File: src/rtl/rvc_asap_pkg.sv
// rtl/rvc_asap_pkg.sv - shared types and defaults for the rvc_asap core slice
package rvc_asap_pkg;

    localparam int DMEM_STARVE_LIMIT = 4;

    typedef enum logic [1:0] {
        OWN_NONE = 2'd0,
        OWN_CORE = 2'd1,
        OWN_EXT  = 2'd2
    } t_dmem_owner;

endpackage

File: src/rtl/rvc_asap_starve_cnt.sv
// rtl/rvc_asap_starve_cnt.sv - saturating starvation counter with limit compare
module rvc_asap_starve_cnt
    import rvc_asap_pkg::*;
#(
    parameter int LIMIT = DMEM_STARVE_LIMIT,
    parameter int CNT_W = 8
) (
    input  logic clk,
    input  logic rst_n,
    input  logic clr,
    input  logic inc,
    output logic at_limit
);

    localparam logic [CNT_W-1:0] LIM = CNT_W'(LIMIT);

    logic [CNT_W-1:0] cnt_q;
    logic [CNT_W-1:0] cnt_d;

    always_comb begin
        cnt_d = cnt_q;
        if (clr) begin
            cnt_d = '0;
        end else if (inc && (cnt_q != {CNT_W{1'b1}})) begin
            cnt_d = cnt_q + 1'b1;
        end
    end

    always_ff @(posedge clk or negedge rst_n) begin
        if (!rst_n) begin
            cnt_q <= '0;
        end else begin
            cnt_q <= cnt_d;
        end
    end

    assign at_limit = (cnt_q >= LIM);

endmodule

File: src/rtl/rvc_asap_dmem_arbiter.sv
// rtl/rvc_asap_dmem_arbiter.sv - core/external arbiter for the single D_MEM port
module rvc_asap_dmem_arbiter
    import rvc_asap_pkg::*;
#(
    parameter int STARVE_LIMIT = DMEM_STARVE_LIMIT,
    parameter int CNT_W        = 8
) (
    input  logic        Clock,
    input  logic        RstN,
    input  logic [31:0] CoreAddr,
    input  logic [31:0] CoreWrData,
    input  logic [3:0]  CoreByteEn,
    input  logic        CoreWrEn,
    input  logic        CoreRdEn,
    output logic [31:0] CoreRdData,
    output logic        CoreStall,
    input  logic        ExtReq,
    input  logic        ExtWrEn,
    input  logic [31:0] ExtAddr,
    input  logic [31:0] ExtWrData,
    input  logic [3:0]  ExtByteEn,
    output logic        ExtGnt,
    output logic        ExtRdValid,
    output logic [31:0] ExtRdData,
    output logic [31:0] MemAddr,
    output logic [31:0] MemWrData,
    output logic [3:0]  MemByteEn,
    output logic        MemWrEn,
    output logic        MemRdEn,
    input  logic [31:0] MemRdData
);

    t_dmem_owner owner;
    t_dmem_owner rd_owner_q;
    t_dmem_owner rd_owner_d;
    logic        core_acc;
    logic        at_limit;
    logic        force_ext;

    assign core_acc  = CoreWrEn | CoreRdEn;
    assign force_ext = ExtReq & at_limit;

    rvc_asap_starve_cnt #(
        .LIMIT (STARVE_LIMIT),
        .CNT_W (CNT_W)
    ) u_starve_cnt (
        .clk      (Clock),
        .rst_n    (RstN),
        .clr      (ExtGnt),
        .inc      (ExtReq & ~ExtGnt),
        .at_limit (at_limit)
    );

    // Owner is gated by reset so no access leaks to D_MEM while RstN is low.
    always_comb begin
        owner     = OWN_NONE;
        CoreStall = 1'b0;
        if (!RstN) begin
            owner = OWN_NONE;
        end else if (force_ext) begin
            owner     = OWN_EXT;
            CoreStall = core_acc;
        end else if (core_acc) begin
            owner = OWN_CORE;
        end else if (ExtReq) begin
            owner = OWN_EXT;
        end
    end

    assign ExtGnt = (owner == OWN_EXT);

    always_comb begin
        MemAddr   = CoreAddr;
        MemWrData = CoreWrData;
        MemByteEn = CoreByteEn;
        MemWrEn   = 1'b0;
        MemRdEn   = 1'b0;
        case (owner)
            OWN_CORE: begin
                MemWrEn = CoreWrEn;
                MemRdEn = CoreRdEn;
            end
            OWN_EXT: begin
                MemAddr   = ExtAddr;
                MemWrData = ExtWrData;
                MemByteEn = ExtByteEn;
                MemWrEn   = ExtWrEn;
                MemRdEn   = ~ExtWrEn;
            end
            default: ;
        endcase
    end

    always_ff @(posedge Clock or negedge RstN) begin
        if (!RstN) begin
            rd_owner_q <= OWN_NONE;
        end else begin
            rd_owner_q <= rd_owner_d;
        end
    end

    always_comb begin
        rd_owner_d = OWN_NONE;
        if ((owner == OWN_CORE) && CoreRdEn) begin
            rd_owner_d = OWN_CORE;
        end else if ((owner == OWN_EXT) && !ExtWrEn) begin
            rd_owner_d = OWN_EXT;
        end
    end

    always_comb begin
        ExtRdValid = (rd_owner_q == OWN_EXT);
        ExtRdData  = MemRdData;
        CoreRdData = (rd_owner_q == OWN_CORE) ? MemRdData : 32'h0;
    end

endmodule

File: config.mk
export PLATFORM = sky130hd
export DESIGN_NAME = rvc_asap_dmem_arbiter
export DESIGN_NICKNAME = d
export VERILOG_FILES = /design/src/rtl/rvc_asap_pkg.sv /design/src/rtl/rvc_asap_starve_cnt.sv /design/src/rtl/rvc_asap_dmem_arbiter.sv
export SDC_FILE = /design/constraint.sdc
export NUM_CORES = 1
export LEC_CHECK = 0
export CAP_MARGIN = 25
export CORE_AREA = 2 2 119 121
export DETAILED_ROUTE_END_ITERATION = 6
export DIE_AREA = 0 0 121 123
export SLEW_MARGIN = 10
export SYNTH_ARGS = -nofsm -noshare
export SYNTH_HDL_FRONTEND = slang
export SYNTH_HIERARCHICAL = 1
export SYNTH_SLANG_ARGS = --single-unit
File: constraint.sdc
create_clock -name Clock -period 4.5 [get_ports Clock]
set_input_delay 0.9 -clock Clock [delete_from_list [all_inputs] [get_ports Clock]]
set_output_delay 0.9 -clock Clock [all_outputs]
set_load 0.1 [all_outputs]
==> results_dict.tcl <==
set metrics [dict create \
    status "completed" \
    dp_hpwl_um 10700 \
    cts_tree "yes" \
    reg2reg_slack_ns 1.30 \
    min_from "u_starve_cnt/cnt_q[1]$_DFFE_PN0P_" \
    rows 43 \
    cp_max_fo 31 \
    antenna_found_initial 1 \
    fin_crit_sh 0.905 \
    synth_fa_ha_area_frac 0.0214 \
    rsz0062_at_grt "false" \
    seq_area_frac_synth 0.107 \
    drv_slew 0 \
    fill_cells 1265 \
    synth-simple-area-share 0.174 \
    vias 2649 \
    fin_worst_skew_ns 0.00122 \
    avgSynthCellArea_um2 10.7 \
    ys_ff_latch 10 \
    r2r_cells 11 \
    coreArea_um2 13600 \
    drt-wirelength-per-cell_um 18.2 \
    root_buffer "clkbuf_16" \
    cts_resized 0 \
    fp.dieH_um 123 \
    drc_errors 0 \
    clock_latency_ns 0.24 \
    drive_gt1_frac 0.462 \
    synth_compound_area_frac 0.0487 \
    portBuffers 310 \
    first_pass_iters 4 \
    fmax_ghz 0.246 \
    routabilityCongestion 0.778 \
    fin_area_um2 5980 \
    hold_buffers 0 \
    grt_max_degree 33 \
    post_cts_buffers 0 \
    area_growth_pct 156 \
    rr_startpoint "u_starve_cnt/cnt_q[4]$_DFFE_PN0P_" \
    r2r_end "u_starve_cnt/cnt_q[5]$_DFFE_PN0P_" \
    drtIter0Drc 108 \
    clock_sinks 10 \
    synth_cells 218 \
    io_pins 311 \
    synth.yosys.warnings 6 \
    p_per_area_nw_per_um2 369 \
    wl_met1_um 4800 \
    cts_buffers 3 \
    die_w_um 121 \
    setup_tns_ns 0 \
    async_reset_ff_frac 1.00 \
    synth_edf_count 0 \
    arrival_ns 3.17 \
    cp-start-kind "primary input" \
    synth_top_family_by_area "multiplexers" \
    hold_viol_final 0 \
    syn_nets 396 \
    yosysUniqueCellTypes 37 \
    htree_levels 1 \
    routed_via_density 3.93 \
    worst_pin_slew_ns 1.03 \
    grtUsageTotal 0.146 \
    setup_viol 0 \
    die_area_um2 14900 \
    peakVddDrop_mv 0.160 \
    start_util 0.172 \
    postRouteAntennaNets 0 \
    top_layer_used "met5" \
    cts_buffer_depth 2 \
    ys.flop_type "dfrtp_1" \
    place_area_um2 5900 \
    wl_um 12200 \
    max-slew-margin-rel 0.310 \
    grt_pass1_vias 2561 \
    hold_path_depth 2 \
    holdPathEnd "u_starve_cnt/cnt_q[1]$_DFFE_PN0P_" \
    p_leak_nw 2.67 \
    nNetsFinal 673 \
    grt_pass1_wl_um 16300 \
    power_mw 2.21 \
    wl_met2_um 6200 \
    grt-ovfl-total 0 \
    worstSetupPathType "primary input to output port" \
    hp-class "register to register" \
    synth.area.mux_share 0.467 \
    cp.required_ns 3.60 \
    cts.clk_slew.worst_paths_ns 0.04 \
    fin_crit_ns 4.07 \
    met3_length_um 966 \
    maxCapViolations 0 \
    antenna_cells 0 \
    synthXorXnorAreaFrac 0 \
    syn-cell-area_um2 2340 \
    worstSetupEndpointType "output port" \
]
layout by cell type (no fill, tap or decap), types with 5 or more instances in the layout:
cell,instances
buf_12,73
clkdlybuf4s50_1,174
buf_4,70
mux2_4,72
dfrtp_1,10
nand2_1,5
nor2_1,9
nor2b_1,5
and2_1,32
stage by stage:
stage,setup slack [ns],instances,utilization,hold WS [ns]
after floorplan,0.144,218,-,0.546
after global placement,0.469,670,0.433,0.572
after detailed placement,0.410,670,0.433,0.611
after CTS,0.400,674,0.440,0.619
after global routing,0.279,674,0.440,0.643
final,0.427,674,0.440,0.613
state kept, by name, indices dropped and copies added (netlist names):
name / flops
u_starve_cnt/cnt_q: 8
rd_owner_q: 2
power breakdown:
group          total [mW]  switching (mW)  leakage [nW]  internal, mW
Combinational        1.89            1.18          2.49         0.708
Sequential          0.140          0.0295         0.133         0.111
Clock               0.176          0.0420        0.0442         0.134
area by class of cell:
class / count / area [µm²] / area share
Sequential cell: 10 / 250 / 0.0418
Multi-Input combinational cell: 160 / 1680 / 0.281
Timing Repair Buffer: 317 / 3730 / 0.623
Clock buffer: 4 / 88.8 / 0.0148
Inverter: 3 / 11.3 / 0.00188
Tap cell: 180 / 225 / 0.0376
how the worst max path moves through the flow:
stage,startpoint,to,cells after the start
after detailed placement,CoreWrEn,MemWrData[5],7
final,CoreWrEn,MemWrData[16],7
after global placement,CoreRdEn,MemWrData[7],7
after floorplan,CoreRdEn,MemWrEn,7
after global routing,CoreRdEn,MemWrData[5],7
after CTS,CoreWrEn,MemWrData[5],7
cells in the mapped netlist, drive strengths merged (3+ instances only):
| cell type | count | area (µm²) |
|---|---|---|
| and2 | 32 | 200 |
| dfrtp | 10 | 250 |
| mux2 | 72 | 1080 |
| clkbuf | 4 | 15.0 |
| nor2 | 10 | 37.5 |
| ha | 4 | 50.1 |
| nand2 | 5 | 18.8 |
| a21oi | 5 | 32.5 |
| nor2b | 5 | 31.3 |
| nand2b | 3 | 18.8 |
| inv | 3 | 11.3 |
| buf | 41 | 398 |
kinds of logic after synthesis:
group / count (synthesis)
adder cells (fa/ha/maj): 4
AND/OR/NAND/NOR: 69
AO/OA/AOI/OAI: 14
buffers and inverters: 48
flip-flops: 10
multiplexers: 73
critical path, stage by stage:
cell and delay [ns]:
clkdlybuf4s50_1 0.44, nor2_1 0.25, nand3b_1 0.20, ha_4 0.54, buf_4 0.31, mux2_4 0.34
buf_12 0.17
per-layer routing:
| metal | vias to the layer above | track usage |
|---|---|---|
| met5 | - | 0 |
| met4 | 2 | 0.0378 |
| met3 | 16 | 0.0355 |
| met2 | 130 | 0.245 |
| met1 | 1218 | 0.187 |
| li1 | 1283 | - |
Power figures use the tool's default switching activity.
